### config.mk
export PLATFORM = sky130hd
export DESIGN_NAME = ws2812_tx
export DESIGN_NICKNAME = d
export VERILOG_FILES = /design/src/rtl/ws2812_tx_pkg.sv /design/src/rtl/ws2812_bit_timer.sv /design/src/rtl/ws2812_tx.sv
export SDC_FILE = /design/constraint.sdc
export NUM_CORES = 1
export LEC_CHECK = 0
export BUFFER_PORTS_ARGS = -buffer_cell sky130_fd_sc_hd__buf_2
export CORE_MARGIN = 2
export CORE_UTILIZATION = 50
export CTS_CLUSTER_DIAMETER = 50
export CTS_CLUSTER_SIZE = 30
export DETAILED_ROUTE_END_ITERATION = 7
export PLACE_DENSITY = 0.81
export SLEW_MARGIN = 0
export SYNTH_ARGS = -nofsm -noshare
export SYNTH_HDL_FRONTEND = slang
export SYNTH_HIERARCHICAL = 1
export SYNTH_SLANG_ARGS = --single-unit
### constraint.sdc
create_clock -name clk -period 3.1 [get_ports clk]
set_input_delay 0.62 -clock clk [delete_from_list [all_inputs] [get_ports clk]]
set_output_delay 0.62 -clock clk [all_outputs]
set_load 0.05 [all_outputs]
### src/rtl/ws2812_tx_pkg.sv
`default_nettype none
// ============================================================================
//  Module   : ws2812_tx_pkg
//  Purpose  : Shared constants and types for the WS2812 serializer.
//             Holds the NRZ bit-timing rates, the bits-per-LED constant and
//             the frame FSM state encoding.
//  Ports    : none (package)
//  Revision : 1.0 - initial release
// ============================================================================
package ws2812_tx_pkg;

  // WS2812 bit timing, expressed as rates so that CLK/rate gives cycles.
  localparam int WS_BIT_RATE_HZ = 800_000;    // 1.25 us bit period
  localparam int WS_T0H_RATE_HZ = 2_500_000;  // 0.4 us high time for a '0'
  localparam int WS_T1H_RATE_HZ = 1_250_000;  // 0.8 us high time for a '1'
  localparam int HZ_PER_MHZ     = 1_000_000;

  // Each LED consumes 24 bits (three 8-bit colour channels).
  localparam int BITS_PER_LED   = 24;

  typedef enum logic [1:0] {
    ST_IDLE  = 2'd0,
    ST_SEND  = 2'd1,
    ST_LATCH = 2'd2
  } state_e;

  function automatic int max_int(input int a, input int b);
    return (a > b) ? a : b;
  endfunction

endpackage
`default_nettype wire

### src/rtl/ws2812_bit_timer.sv
`default_nettype none
// ============================================================================
//  Module   : ws2812_bit_timer
//  Purpose  : Per-bit cycle counter and high/low compare for the WS2812 line.
//             The line level is registered and reflects the counter value of
//             the cycle in which it is visible, so every bit starts high.
//  Ports    : clk, reset   - clock, synchronous active-high reset
//             start        - load the first bit of a frame (cycle 0, high)
//             en           - frame transmission in progress
//             bit_val      - value of the bit currently being sent
//             last         - current bit is the final bit of the frame
//             level_o      - registered line level
//             bit_done     - current cycle is the last cycle of this bit
//  Revision : 1.0 - initial release
// ============================================================================
module ws2812_bit_timer #(
  parameter int T_BIT = 31,
  parameter int T0H   = 10,
  parameter int T1H   = 20,
  parameter int CYC_W = 11
) (
  input  logic clk,
  input  logic reset,
  input  logic start,
  input  logic en,
  input  logic bit_val,
  input  logic last,
  output logic level_o,
  output logic bit_done
);

  logic [CYC_W-1:0] cyc_q, cyc_d;
  logic             level_q, level_d;
  logic [CYC_W-1:0] cyc_inc;
  logic [CYC_W-1:0] thr;

  assign cyc_inc  = cyc_q + CYC_W'(1);
  assign thr      = bit_val ? CYC_W'(T1H) : CYC_W'(T0H);
  assign bit_done = en && (cyc_q == CYC_W'(T_BIT - 1));

  // The level computed here becomes visible in the cycle whose count is
  // cyc_d, so the compare is made against the next count, not the current.
  always_comb begin
    cyc_d   = '0;
    level_d = 1'b0;
    if (start) begin
      cyc_d   = '0;
      level_d = 1'b1;
    end else if (en) begin
      if (bit_done) begin
        // A new bit always opens with a high phase; after the last bit the
        // line must drop straight into the latch gap.
        cyc_d   = '0;
        level_d = !last;
      end else begin
        cyc_d   = cyc_inc;
        level_d = (cyc_inc < thr);
      end
    end
  end

  always_ff @(posedge clk) begin
    if (reset) begin
      cyc_q   <= '0;
      level_q <= 1'b0;
    end else begin
      cyc_q   <= cyc_d;
      level_q <= level_d;
    end
  end

  assign level_o = level_q;

endmodule
`default_nettype wire

### src/rtl/ws2812_tx.sv
`default_nettype none
// ============================================================================
//  Module   : ws2812_tx
//  Purpose  : WS2812 single-wire serializer. Double-buffers an LED frame,
//             sends it LSB-first with 800 kHz NRZ pulse-width coding and
//             closes every frame with a low latch gap. Updates arriving
//             while busy collapse into one pending frame.
//  Ports    : clk    - system clock
//             reset  - synchronous active-high reset
//             data   - frame to send (bit 0 first)
//             update - single-cycle transmit request
//             led_o  - registered serial line to the LED chain
//             busy   - high during a frame and its latch gap
//  Revision : 1.0 - initial release
// ============================================================================
module ws2812_tx
  import ws2812_tx_pkg::*;
#(
  parameter int CLK_SPEED = 25_000_000,
  parameter int LED_CNT   = 3,
  parameter int RESET_US  = 80
) (
  input  logic                            clk,
  input  logic                            reset,
  input  logic [LED_CNT*BITS_PER_LED-1:0] data,
  input  logic                            update,
  output logic                            led_o,
  output logic                            busy
);

  localparam int DATAWIDTH = LED_CNT * BITS_PER_LED;
  localparam int T_BIT     = CLK_SPEED / WS_BIT_RATE_HZ;
  localparam int T0H       = CLK_SPEED / WS_T0H_RATE_HZ;
  localparam int T1H       = CLK_SPEED / WS_T1H_RATE_HZ;
  localparam int T_RES     = (CLK_SPEED / HZ_PER_MHZ) * RESET_US;
  localparam int CYC_W     = $clog2(max_int(T_RES, T_BIT) + 1);
  localparam int IDX_W     = $clog2(DATAWIDTH + 1);

  state_e                 state_q, state_d;
  logic [DATAWIDTH-1:0]   shadow_q, shadow_d;
  logic                   pending_q, pending_d;
  logic [IDX_W-1:0]       bit_idx_q, bit_idx_d;
  logic [CYC_W-1:0]       cyc_q, cyc_d;     // latch-gap counter
  logic                   busy_q, busy_d;

  logic                   start;
  logic                   send_en;
  logic                   bit_done;
  logic                   last_bit;
  logic                   cur_bit;

  assign send_en  = (state_q == ST_SEND);
  assign last_bit = (bit_idx_q == IDX_W'(DATAWIDTH - 1));
  assign cur_bit  = shadow_q[bit_idx_q];

  always_comb begin
    state_d   = state_q;
    shadow_d  = shadow_q;
    bit_idx_d = bit_idx_q;
    cyc_d     = cyc_q;
    busy_d    = busy_q;
    start     = 1'b0;
    // Any request while not idle is remembered once; the data itself is
    // captured only when that pending frame actually starts.
    pending_d = pending_q | (update && (state_q != ST_IDLE));

    case (state_q)
      ST_IDLE: begin
        busy_d = 1'b0;
        if (update || pending_q) begin
          shadow_d  = data;
          pending_d = 1'b0;
          bit_idx_d = '0;
          cyc_d     = '0;
          busy_d    = 1'b1;
          start     = 1'b1;
          state_d   = ST_SEND;
        end
      end
      ST_SEND: begin
        if (bit_done) begin
          if (last_bit) begin
            cyc_d   = '0;
            state_d = ST_LATCH;
          end else begin
            bit_idx_d = bit_idx_q + IDX_W'(1);
          end
        end
      end
      ST_LATCH: begin
        if (cyc_q == CYC_W'(T_RES - 1)) begin
          cyc_d   = '0;
          busy_d  = 1'b0;
          state_d = ST_IDLE;
        end else begin
          cyc_d = cyc_q + CYC_W'(1);
        end
      end
      default: begin
        busy_d  = 1'b0;
        state_d = ST_IDLE;
      end
    endcase
  end

  always_ff @(posedge clk) begin
    if (reset) begin
      state_q   <= ST_IDLE;
      shadow_q  <= '0;
      pending_q <= 1'b0;
      bit_idx_q <= '0;
      cyc_q     <= '0;
      busy_q    <= 1'b0;
    end else begin
      state_q   <= state_d;
      shadow_q  <= shadow_d;
      pending_q <= pending_d;
      bit_idx_q <= bit_idx_d;
      cyc_q     <= cyc_d;
      busy_q    <= busy_d;
    end
  end

  ws2812_bit_timer #(
    .T_BIT (T_BIT),
    .T0H   (T0H),
    .T1H   (T1H),
    .CYC_W (CYC_W)
  ) u_bit_timer (
    .clk      (clk),
    .reset    (reset),
    .start    (start),
    .en       (send_en),
    .bit_val  (cur_bit),
    .last     (last_bit),
    .level_o  (led_o),
    .bit_done (bit_done)
  );

  assign busy = busy_q;

endmodule
`default_nettype wire

# After elaboration in Yosys (flattened, before gate mapping)
# Cells that the tools add are included.
op_classes:
  n_addsub: 3
  order_cmp: 2
  n_eq_ne: 10
  mux: 26
  n_bitwise: 2
  n_reduce_logical: 14
op_table:
  columns: ["op", "n"]
  rows:
  - ["11-bit 2-to-1 mux", 4]
  - ["11-bit case mux with 3 select lines", 1]
  - ["11-bit by 1-bit adder with 11-bit output, second input constant", 2]
  - ["7-bit 2-to-1 mux", 3]
  - ["7-bit case mux with 2 select lines", 1]
  - ["4-bit AND reduction", 3]
  - ["11-bit equality test, second input constant", 1]
  - ["11-bit by 5-bit equality test with 1-bit output, second input constant", 1]
  - ["11-bit < comparator", 1]
  - ["2-bit != test, second input constant", 5]
  - ["1-bit 2-to-1 mux", 9]
  - ["7-bit by 8-bit < comparator with 1-bit output, second input constant", 1]
  - ["2-bit 2-to-1 mux", 4]
  - ["7-bit by 1-bit adder with 7-bit output, second input constant", 1]
  - ["1-bit binary-select mux with 7-bit select", 1]
  - ["7-bit equality test, second input constant", 1]
  - ["2-bit case mux with 3 select lines", 1]
  - ["5-bit 2-to-1 mux", 1]
  - ["2-bit AND reduction", 2]
  - ["2-bit nonzero test", 2]
  - ["4-bit OR reduction", 1]
  - ["1-bit case mux with 3 select lines", 1]
  - ["3-bit nonzero test", 1]
  - ["2-bit by 1-bit equality test with 1-bit output, second input constant", 1]
  - ["other kinds (7)", 8]
word_totals:
  register_bits: 106
  word_cells: 65

# Longest topological paths before layout
# Gate-level depths: netlist (run 1).
depth:
  word_depth: 7
  depth_mapped: 13

# Cells and area by module
# Netlist (run 1), hierarchy kept.
modules_own_cells:
  columns: ["mod", "n_inst", "cells_each", "area_per_inst_um2"]
  rows:
  - ["ws2812_tx", 1, 481, 4172.8]
  - ["ws2812_bit_timer", 1, 75, 693.2]

# Worst setup path before layout (run 1)
# Ideal clock, no wire load.
synth_timing:
  path_type: "register -> register"
  startpoint: "register bit_idx_q[1]"
  endpoint: "register u_bit_timer.level_q, in the netlist u_bit_timer/level_o"
  arrival_ps: 2656
  slack_ps: 385
  stages_incl_launch_ff: 14
  path_buffers: 2
  period_less_slack_ps: 2715
  path_cell_list: "dfxtp_1 -> buf_6 -> buf_6 -> mux4_2 -> nor3_1 -> a2111oi_0 -> a21oi_1 -> o311ai_0 -> inv_1 -> ha_1 -> a21boi_0 -> o21a_1 -> o21ai_0 -> a41o_1"
synth_between:
  elab_chain_len: 7
  word_cells_on_any_way: 9
  cone_classes: "1 x order compare; 1 x eq/ne; 6 x mux; 1 x reduce/logical"
synth_lines:
  columns: ["element", "line_no", "rtl"]
  rows:
  - ["start: declaration", "ws2812_tx.sv:42", "logic [IDX_W-1:0] bit_idx_q, bit_idx_d;"]
  - ["start signal: assignment", "ws2812_tx.sv:118", "bit_idx_q <= bit_idx_d;"]
  - ["1-bit binary-select mux with 7-bit select", "ws2812_tx.sv:54", "assign cur_bit = shadow_q[bit_idx_q];"]
  - ["1-bit 2-to-1 mux (implied by the code)", "ws2812_tx.sv:54", null]
  - ["net cur_bit", "ws2812_tx.sv:50", "logic cur_bit;"]
  - ["5-bit 2-to-1 mux", "ws2812_bit_timer.sv:38", "assign thr = bit_val ? CYC_W'(T1H) : CYC_W'(T0H);"]
  - ["11-bit < comparator", "ws2812_bit_timer.sv:57", "level_d = (cyc_inc < thr);"]
  - ["1-bit 2-to-1 mux", "ws2812_bit_timer.sv:50", "if (bit_done) begin"]
  - ["1-bit 2-to-1 mux", "ws2812_bit_timer.sv:49", "end else if (en) begin"]
  - ["1-bit 2-to-1 mux", "ws2812_bit_timer.sv:46", "if (start) begin"]
  - ["end signal: assignment", "ws2812_bit_timer.sv:68", "level_q <= level_d;"]
  - ["end: declaration", "ws2812_bit_timer.sv:33", "logic level_q, level_d;"]
# The timed path passes the listed nets, and every way through them passes these cells. The select of a mux whose other input is x is not followed.
# A chain may end at the register's enable or synchronous reset.

# Final worst setup path (run 1)
layout_timing:
  startpoint: "register bit_idx_q[2]"
  endpoint: "register u_bit_timer.level_q, in the netlist u_bit_timer/level_o"
# Same word-level chain as after synthesis.

==> results of run 1 <==
==> kinds of logic after synthesis <==
family / Yosys count / synth area share
simple gates: 230 / 0.215
buf+inv: 47 / 0.0447
compound gates: 114 / 0.138
flops: 106 / 0.436
fa+ha+maj: 7 / 0.0180
mux: 30 / 0.109
xor+xnor: 22 / 0.0396
==> synth_stat cells (2+ instances only) <==
cell	number	share of area
dfxtp_1	106	0.44
and4_1	5	0.0090
o211ai_1	3	0.0046
mux2_2	2	0.0046
nor2b_1	4	0.0051
nor4_4	2	0.0087
nand4_1	2	0.0026
a2111oi_0	2	0.0036
nor3b_1	2	0.0031
nand3b_1	2	0.0031
nor3_1	6	0.0062
nand3_1	8	0.0082
o2111ai_1	3	0.0054
clkbuf_1	28	0.022
xor2_1	12	0.022
nand2_1	152	0.12
buf_6	4	0.0093
or2_2	3	0.0039
a21boi_0	2	0.0031
ha_1	7	0.018
a21oi_1	80	0.082
buf_2	3	0.0031
inv_1	8	0.0062
o21ai_0	8	0.0082
a22oi_1	2	0.0031
a211oi_1	4	0.0062
xnor2_1	10	0.018
nor2_1	30	0.023
buf_4	2	0.0031
and3_1	4	0.0051
mux2i_1	10	0.021
mux4_2	18	0.083
==> power by group through the flow <==
stage          Clock [uW]  Combinational (uW)  Sequential [uW]
2_1_floorplan           0                 226             1500
3_3_place_gp            0                 314             1510
3_5_place_dp            0                 326             1510
4_1_cts               850                 327             1480
5_1_grt               903                 369             1490
6_report              834                 327             1480
==> final cells by class <==
cell class	instances	area, um^2
clock buffer	10	138
tap	133	166
timing repair buffer	87	483
multi-input combinational	403	2540
sequential	106	2130
inverter	10	37.5
clock inverter	6	61.3
fill	858	4050
==> metrics by stage <==
| stage | hold WS [ns] | std cells |
|---|---|---|
| final | 0.461 | 755 |
| after global routing | 0.462 | 755 |
| after CTS | 0.459 | 755 |
| after detailed placement | 0.447 | 739 |
| after global placement | 0.441 | 739 |
| after floorplan | 0.433 | 556 |
==> final timing paths <==
| path | start | to | slack [ns] | depth (start not counted) |
|---|---|---|---|---|
| max | bit_idx_q[2]$_SDFFE_PP0P_ | u_bit_timer/level_o$_SDFF_PP0_ | 0.17 | 12 |
| min | shadow_q[64]$_SDFFE_PP0P_ | shadow_q[64]$_SDFFE_PP0P_ | 0.46 | 2 |
| max reg2reg | bit_idx_q[2]$_SDFFE_PP0P_ | u_bit_timer/level_o$_SDFF_PP0_ | 0.17 | 12 |
| min reg2reg | shadow_q[64]$_SDFFE_PP0P_ | shadow_q[64]$_SDFFE_PP0P_ | 0.46 | 2 |
==> state kept, by name, summed over array words and instances (netlist names) <==
signal and count:
shadow_q 72, bit_idx_q 7, pending_q 1, cyc_q 11
state_q 2, u_bit_timer/cyc_q 11, busy 1, u_bit_timer/level_o 1
==> cell usage in the layout (no fill, tap or decap), types with 9 or more instances in the layout <==
master / count
clkbuf_8: 10
mux4_2: 18
buf_4: 9
xor2_1: 12
nor2_1: 30
buf_2: 76
nand2_1: 151
mux2i_1: 10
dfxtp_1: 105
a21oi_1: 80
xnor2_1: 10
==> metal layers <==
layer,share of wire,up-vias,global-route usage
met4,0.019,0,0.0790
met5,0,-,0
met1,0.44,1901,0.277
met2,0.50,92,0.361
met3,0.041,19,0.0380
li1,-,2035,-
==> repair_timing <==
| action | in CTS | in global routing |
|---|---|---|
| gates resized for setup | 2 | 5 |
| endpoints found under the setup margin | 1 | 1 |
| hold buffers | 0 | 0 |
| hold endpoints to repair | 0 | 0 |
==> critical path, stage by stage (launching register included) <==
cell	delay, ns
dfxtp_1	0.39
buf_12	0.18
mux4_2	0.34
mux2i_1	0.08
mux2_2	0.28
a2111o_1	0.44
o311ai_2	0.12
inv_1	0.13
ha_1	0.30
a21boi_0	0.21
o21a_1	0.14
o21ai_0	0.07
a41o_1	0.17
==> results.txt, run 1 <==
Using the TritonRoute via totals, the vias-per-cell ratio works out to 5.36. The clock period minus worst slack works out to 2.93 ns. The via count of the first global-routing pass is 3,898.

In this run, synthesis inferred 0 flip-flops with an integrated enable. The run gives 0 as the number of max-slew violations in the final report. The final design utilization came out at 0.578.

The most used flip-flop cell after synthesis is dfxtp_1. Number of flip-flops and latches in the synthesized netlist: 106. After synthesis the cells add up to 0.00487 mm^2.

The run gives 0.507 as the starting density of the core. STA classifies the critical path startpoint as a register. The post-detailed-route count of antenna-violating nets was 0; the average footprint of a synthesized cell was 8.75 um^2.

Static timing analysis puts the maximum clock frequency at 341 MHz. The switching power of the nets was 740 uW. The horizontal die dimension is 103 um, and the number of nets in the layout is 699. Data arrives at the worst endpoint at 3.20 ns. The tools report the post-placement setup slack as -0.0483 ns. The maximum number of pins on one net before global-route repair was 74; the final number of setup-violating endpoints was 0. The run finished with clean final reports. The class of the most critical setup path is reg -> reg.

Wires add up to 10.4 mm. Of all nets on the critical path, the largest fanout is 17. The area of the die was 0.0105 mm^2. The tool flagged a number of max-cap violations equal to 0. The tightest min-delay check is of the reg -> reg type.

The run gives 0.37 ns as the source-to-sink clock delay at the later pin of the worst-skew pair. In this run the deepest clock path goes through 2 buffers. The tools report the number of failing hold endpoints at the final stage as 0. In this run the power density over the cells is 476 mW/mm^2. Clock tree synthesis inserted a total of 9 buffers. The run gives 0.00533 mm^2 as the post-placement cell area. The count of port buffers added during placement is 76. The wire length of the first global-routing pass was 17.9 mm; the overflow left after global routing was 0. VDD sags by at most 0.237 mV.

The clock group share of total power was 0.316. The tools report the final clock skew as 0.00965 ns. TritonCTS built the clock tree. The relative slew slack was 0.456.

The overall fraction of global-route tracks in use was 0.215; the number of antenna violations at the first check in global routing was 0. The proportion of synthesized flip-flops having asynchronous set or reset came out at 0. Clock tree synthesis selected as its root buffer the cell clkbuf_8. The fraction of layout cells with a size suffix above 1 came out at 0.225. The H-tree generated during clock tree synthesis spans 3 levels. The completed layout was analyzed and its total power is 2640 uW. The logs give 3.37 ns for the required time of the critical path and 0 for the remaining routing DRC violations. Dividing the detail-routed wire length by the instance count gives 13.7 um.

The final period utilization was 0.945. Combinational power share: 0.124. The register share of total power is 0.561. STA classifies the critical path endpoint as a register. The routed via count was 4,047. The floorplan has 36 rows. Setup fix buffers added after clock tree synthesis: 0. Synthesized net count: 638. At the end of routability-driven placement, the weighted congestion stood at 0.845.

Clock-pin slew was measured on the worst setup and hold paths at 0.11 ns. During synthesis, Yosys emitted a total of 6 warnings. Summed over all nets, the half-perimeter wirelength after detailed placement is 7.52 mm. The tools report the area of all placed cells without fillers as 0.00555 mm^2. Final-layout setup total negative slack: 0 ns. At the pin with the least slew margin, the transition time is 0.811 ns. The internal portion of the total power is 1900 uW.

Part of the Yosys area used for sequential elements: 0.436. The switching share of total power is 0.280, and the reported leakage power is 0.00209 uW. The tools report the number of distinct standard cells referenced by the synthesized netlist as 54. After technology mapping, the gate count stands at 556. The tools report the count of pins on the block boundary as 77.

The total area inside the core boundary comes to 0.00959 mm^2. The logs give 4 for the first-pass iteration count of the detailed router and 106 for the count of clock tree sinks. After the first detailed-routing iteration, the DRC count stood at 270. The repair_antennas step left the layout with diodes totalling 0. Compared with the post-synthesis result, the final layout area differs by 14.0%. Setup slack on the critical path of the routed design comes to 0.171 ns. The floorplan step set the die height to 103 um.
Power figures use the tool's default switching activity.
==> run 2, diff against run 1 <==
--- a/config.mk
+++ b/config.mk
@@ -6,10 +6,11 @@
 export NUM_CORES = 1
 export LEC_CHECK = 0
 export BUFFER_PORTS_ARGS = -buffer_cell sky130_fd_sc_hd__buf_2
+export CORE_ASPECT_RATIO = 0.9
 export CORE_MARGIN = 2
 export CORE_UTILIZATION = 50
 export CTS_CLUSTER_DIAMETER = 50
-export CTS_CLUSTER_SIZE = 30
+export CTS_CLUSTER_SIZE = 16
 export DETAILED_ROUTE_END_ITERATION = 7
 export PLACE_DENSITY = 0.81
 export SLEW_MARGIN = 0
==> run 2 against run 1 <==
Net effect:
- core utilization rose by 0.24 points
- setup slack improved by 0.059 ns
- critical path depth did not move
- non-clock buffer count rose by 1
- sequential share of layout area fell by 0.14 points
- first-iteration DRC count rose by 2.2%
- clock skew rose by 0.0036 ns
- fmax rose by 2.1%
- hold slack got worse by 0.0028 ns
==> results.txt, run 2 (synthesis results as in run 1) <==
The run finished with clean final reports. The register-to-register setup slack came out at 0.23 ns (+0.06 ns). The worst register-to-register path begins at bit_idx_q[1]$_SDFFE_PP0P_. The logs give 89 (+20%) for the maximum number of pins on one net before global-route repair and 348 MHz (+2.1%) for the highest achievable clock rate. The wire length per cell is 14.0 um (+2.2%). Leaving out fill and tap cells, the most frequent cell in the layout is nand2_1.

The class of the most critical setup path is reg -> reg. Leaving out fill and tap cells, the most frequent cells in the layout are 151 x nand2_1, 106 x dfxtp_1, 80 x a21oi_1, 76 x buf_2, 30 x nor2_1. The run gives 0 (unchanged) as the number of antenna violations at the first check in global routing.

The largest stage delay on the critical path was 0.48 ns (+0.04 ns). Kind of path behind the tightest hold check: in -> reg. The slowest stage cell on the critical path is a2111oi_1. In this run the critical register-to-register path is captured at u_bit_timer/level_o$_SDFF_PP0_.

The cell count along the critical path works out to 12 (unchanged). The run gives 532 um (+24%) as the met3 wire length. The tools report the antenna diode count as 0 (unchanged). The count of port buffers added during placement works out to 76 (unchanged).

The horizontal die dimension came out at 108 um (+5.2%). The power density relative to cell area came out at 501 mW/mm^2 (+5.3%). The detailed router used layers up to and including met4. The most flop-heavy register was shadow_q. Setup fix buffers added after clock tree synthesis: 0 (unchanged).

For hold timing, the worst endpoint is shadow_q[71]$_SDFFE_PP0P_. The run gives 9 (unchanged) as the CTS buffer count. The largest registers in the layout are shadow_q (72), cyc_q (11), u_bit_timer/cyc_q (11).

The final number of setup-violating endpoints is 0 (unchanged). Total of cells resized after clock tree synthesis: 0 (-2). The tools report the post-detailed-route count of antenna-violating nets as 0 (unchanged). Arrival time at the worst endpoint: 3.21 ns (about the same). The first-pass iteration count of the detailed router is 5 (+1). STA classifies the critical path startpoint as a register.

The startpoint identified for the worst hold timing path is data[71]. The final period utilization is 0.926 (-0.0190), and the fraction of layout cells with a size suffix above 1 is 0.225 (-0.000361). The relative slew slack came out at 0.321 (-0.135). Core area: 0.00957 mm^2 (-0.23%). Worst voltage drop across the vdd grid: 0.454 mV (+91%). The DRC violation total after the first TritonRoute iteration came out at 276 (+2.2%). The number of flip-flops in the largest register is 72 (unchanged), and the total area of multi-input combinational cells is 0.00254 mm^2 (unchanged).

The category of cells accounting for the largest share of critical-path delay is compound AO/OA/AOI/OAI gates. For the count of hold buffers inserted by post-cts repair, the log shows 0 (unchanged). The final-layout setup total negative slack was 0 ns (unchanged). The count of clock tree sinks was 106 (unchanged); the overflow left after global routing was 0 (unchanged). Final clock skew: 0.0133 ns (+0.00361 ns). Clock input transition at the sequential cells of the worst setup and hold paths: 0.11 ns (about the same). Number of cell instances on the worst register-to-register path: 12 (unchanged). The die height works out to 97.6 um (-4.9%). Overall fraction of global-route tracks in use: 0.212 (-0.00307). The cell at the root of the clock tree was clkbuf_8. The run gives 4.86 mm (+7.7%) as the met1 wire length.

The logs give 34 (-5.6%) for the site row count and 5.01 mm (-4.3%) for the detailed route wirelength on metal2. The signal on the critical path passes through buf_4 -> mux4_2 -> nor3_1 -> a2111oi_1 -> a21oi_1 -> o311ai_2 -> inv_1 -> ha_1 -> a21boi_0 -> o21a_1 -> o21ai_0 -> a41o_1. The logs give 3 (unchanged) for the number of H-tree branching levels and 0 (unchanged) for the count of maximum capacitance violations. Post-placement setup slack: 0.0115 ns (+0.0598 ns). Buffering stage count on the worst path with inverters included: 2 (unchanged).

The number of nets in the layout is 700 (+0.14%), and the count of pins on the block boundary is 77 (unchanged). The number of failing hold endpoints at the final stage is 0 (unchanged), and the deepest clock path buffer count is 2 (unchanged). The number of vias per cell was 5.50 (+2.6%); the area growth from synthesis to layout was 14.2%.

The HPWL after detailed placement came out at 7.52 mm (about the same). The number of cells traversed by the worst hold path was 3 (+1). The post-detailed-routing wire length was 10.5 mm (+1.4%); the source-to-sink clock delay at the later pin of the worst-skew pair was 0.38 ns (about the same).

The via count of the first global-routing pass was 3,943 (+1.2%). Setup repair after global routing left no endpoint under its margin. The tools report the sort of element at the end of the critical path as a register.

The clock period minus worst slack is 2.87 ns (-0.0590 ns), and the routed via count is 4,118 (+1.8%). The starting density of the core is 0.508 (+0.00119), and the reported leakage power is 0.00210 uW (+0.59%). The peak fanout along the critical path came out at 8 (-9). The logs give 0.230 ns (+0.0590 ns) for the final worst setup slack and 0 (unchanged) for the number of max-slew violations in the final report.

The tools report the remaining routing DRC violations as 0 (unchanged). The placer's final routability congestion estimate was 0.817 (-3.3%). The required time of the critical path is 3.44 ns (+0.07 ns).

TritonCTS built the clock tree. The slew at the pin closest to its max-slew limit was 1.01 ns (+0.201 ns); the fill cell instance count of the final layout was 857 (-0.12%). The logs give 17.9 mm (about the same) for the wire length of the first global-routing pass and 0.0105 mm^2 (about the same) for the area of the die. The total area of sequential cells was 0.00212 mm^2 (-0.18%).
## run 2: worst register-to-register path, stage by stage, from the launching register on
cell and delay [ns]:
dfxtp_1 0.44, buf_4 0.23, mux4_2 0.21, nor3_1 0.05
a2111oi_1 0.48, a21oi_1 0.12, o311ai_2 0.29, inv_1 0.12
ha_1 0.29, a21boi_0 0.12, o21a_1 0.16, o21ai_0 0.15
a41o_1 0.17
## run 2: how the worst max path moves through the flow
stage | start | endpoint | slack, ns
finish | bit_idx_q[1]$_SDFFE_PP0P_ | u_bit_timer/level_o$_SDFF_PP0_ | 0.23
global route | bit_idx_q[1]$_SDFFE_PP0P_ | u_bit_timer/level_o$_SDFF_PP0_ | 0.005
CTS | bit_idx_q[1]$_SDFFE_PP0P_ | u_bit_timer/level_o$_SDFF_PP0_ | 0.008
detailed placement | bit_idx_q[1]$_SDFFE_PP0P_ | u_bit_timer/level_o$_SDFF_PP0_ | 0.01
global placement | bit_idx_q[1]$_SDFFE_PP0P_ | u_bit_timer/level_o$_SDFF_PP0_ | 0.15
floorplan | bit_idx_q[1]$_SDFFE_PP0P_ | u_bit_timer/level_o$_SDFF_PP0_ | 0.38
## run 2: final cells by class
| type | instances | area share |
|---|---|---|
| Clock buffer | 9 | 0.0223 |
| Clock inverter | 7 | 0.0191 |
| Inverter | 10 | 0.00675 |
| Multi-Input combinational cell | 403 | 0.456 |
| Sequential cell | 106 | 0.382 |
| Tap cell | 126 | 0.0284 |
| Timing Repair Buffer | 88 | 0.0853 |
## run 2: where the power goes
group          internal, uW  total (uW)  switching [uW]
combinational           138         331             193
sequential             1440        1480            45.9
clock                   469         974             505
## run 2: layer usage
metal,vias to the layer above,global-route usage
met4,0,0.0503
met5,-,0
li1,2035,-
met1,1960,0.280
met2,112,0.343
met3,11,0.0604
## run 2: per-stage QoR
step                cells  utilization  instance area, um^2  hold WS [ns]  total power [uW]
global placement      733        0.555                 5320         0.441              1830
finish                749        0.581                 5560         0.458              2790
CTS                   749        0.579                 5550         0.448              2800
global route          749        0.581                 5560         0.447              2900
detailed placement    733        0.555                 5320         0.447              1840
floorplan             556            -                 4870         0.433              1730
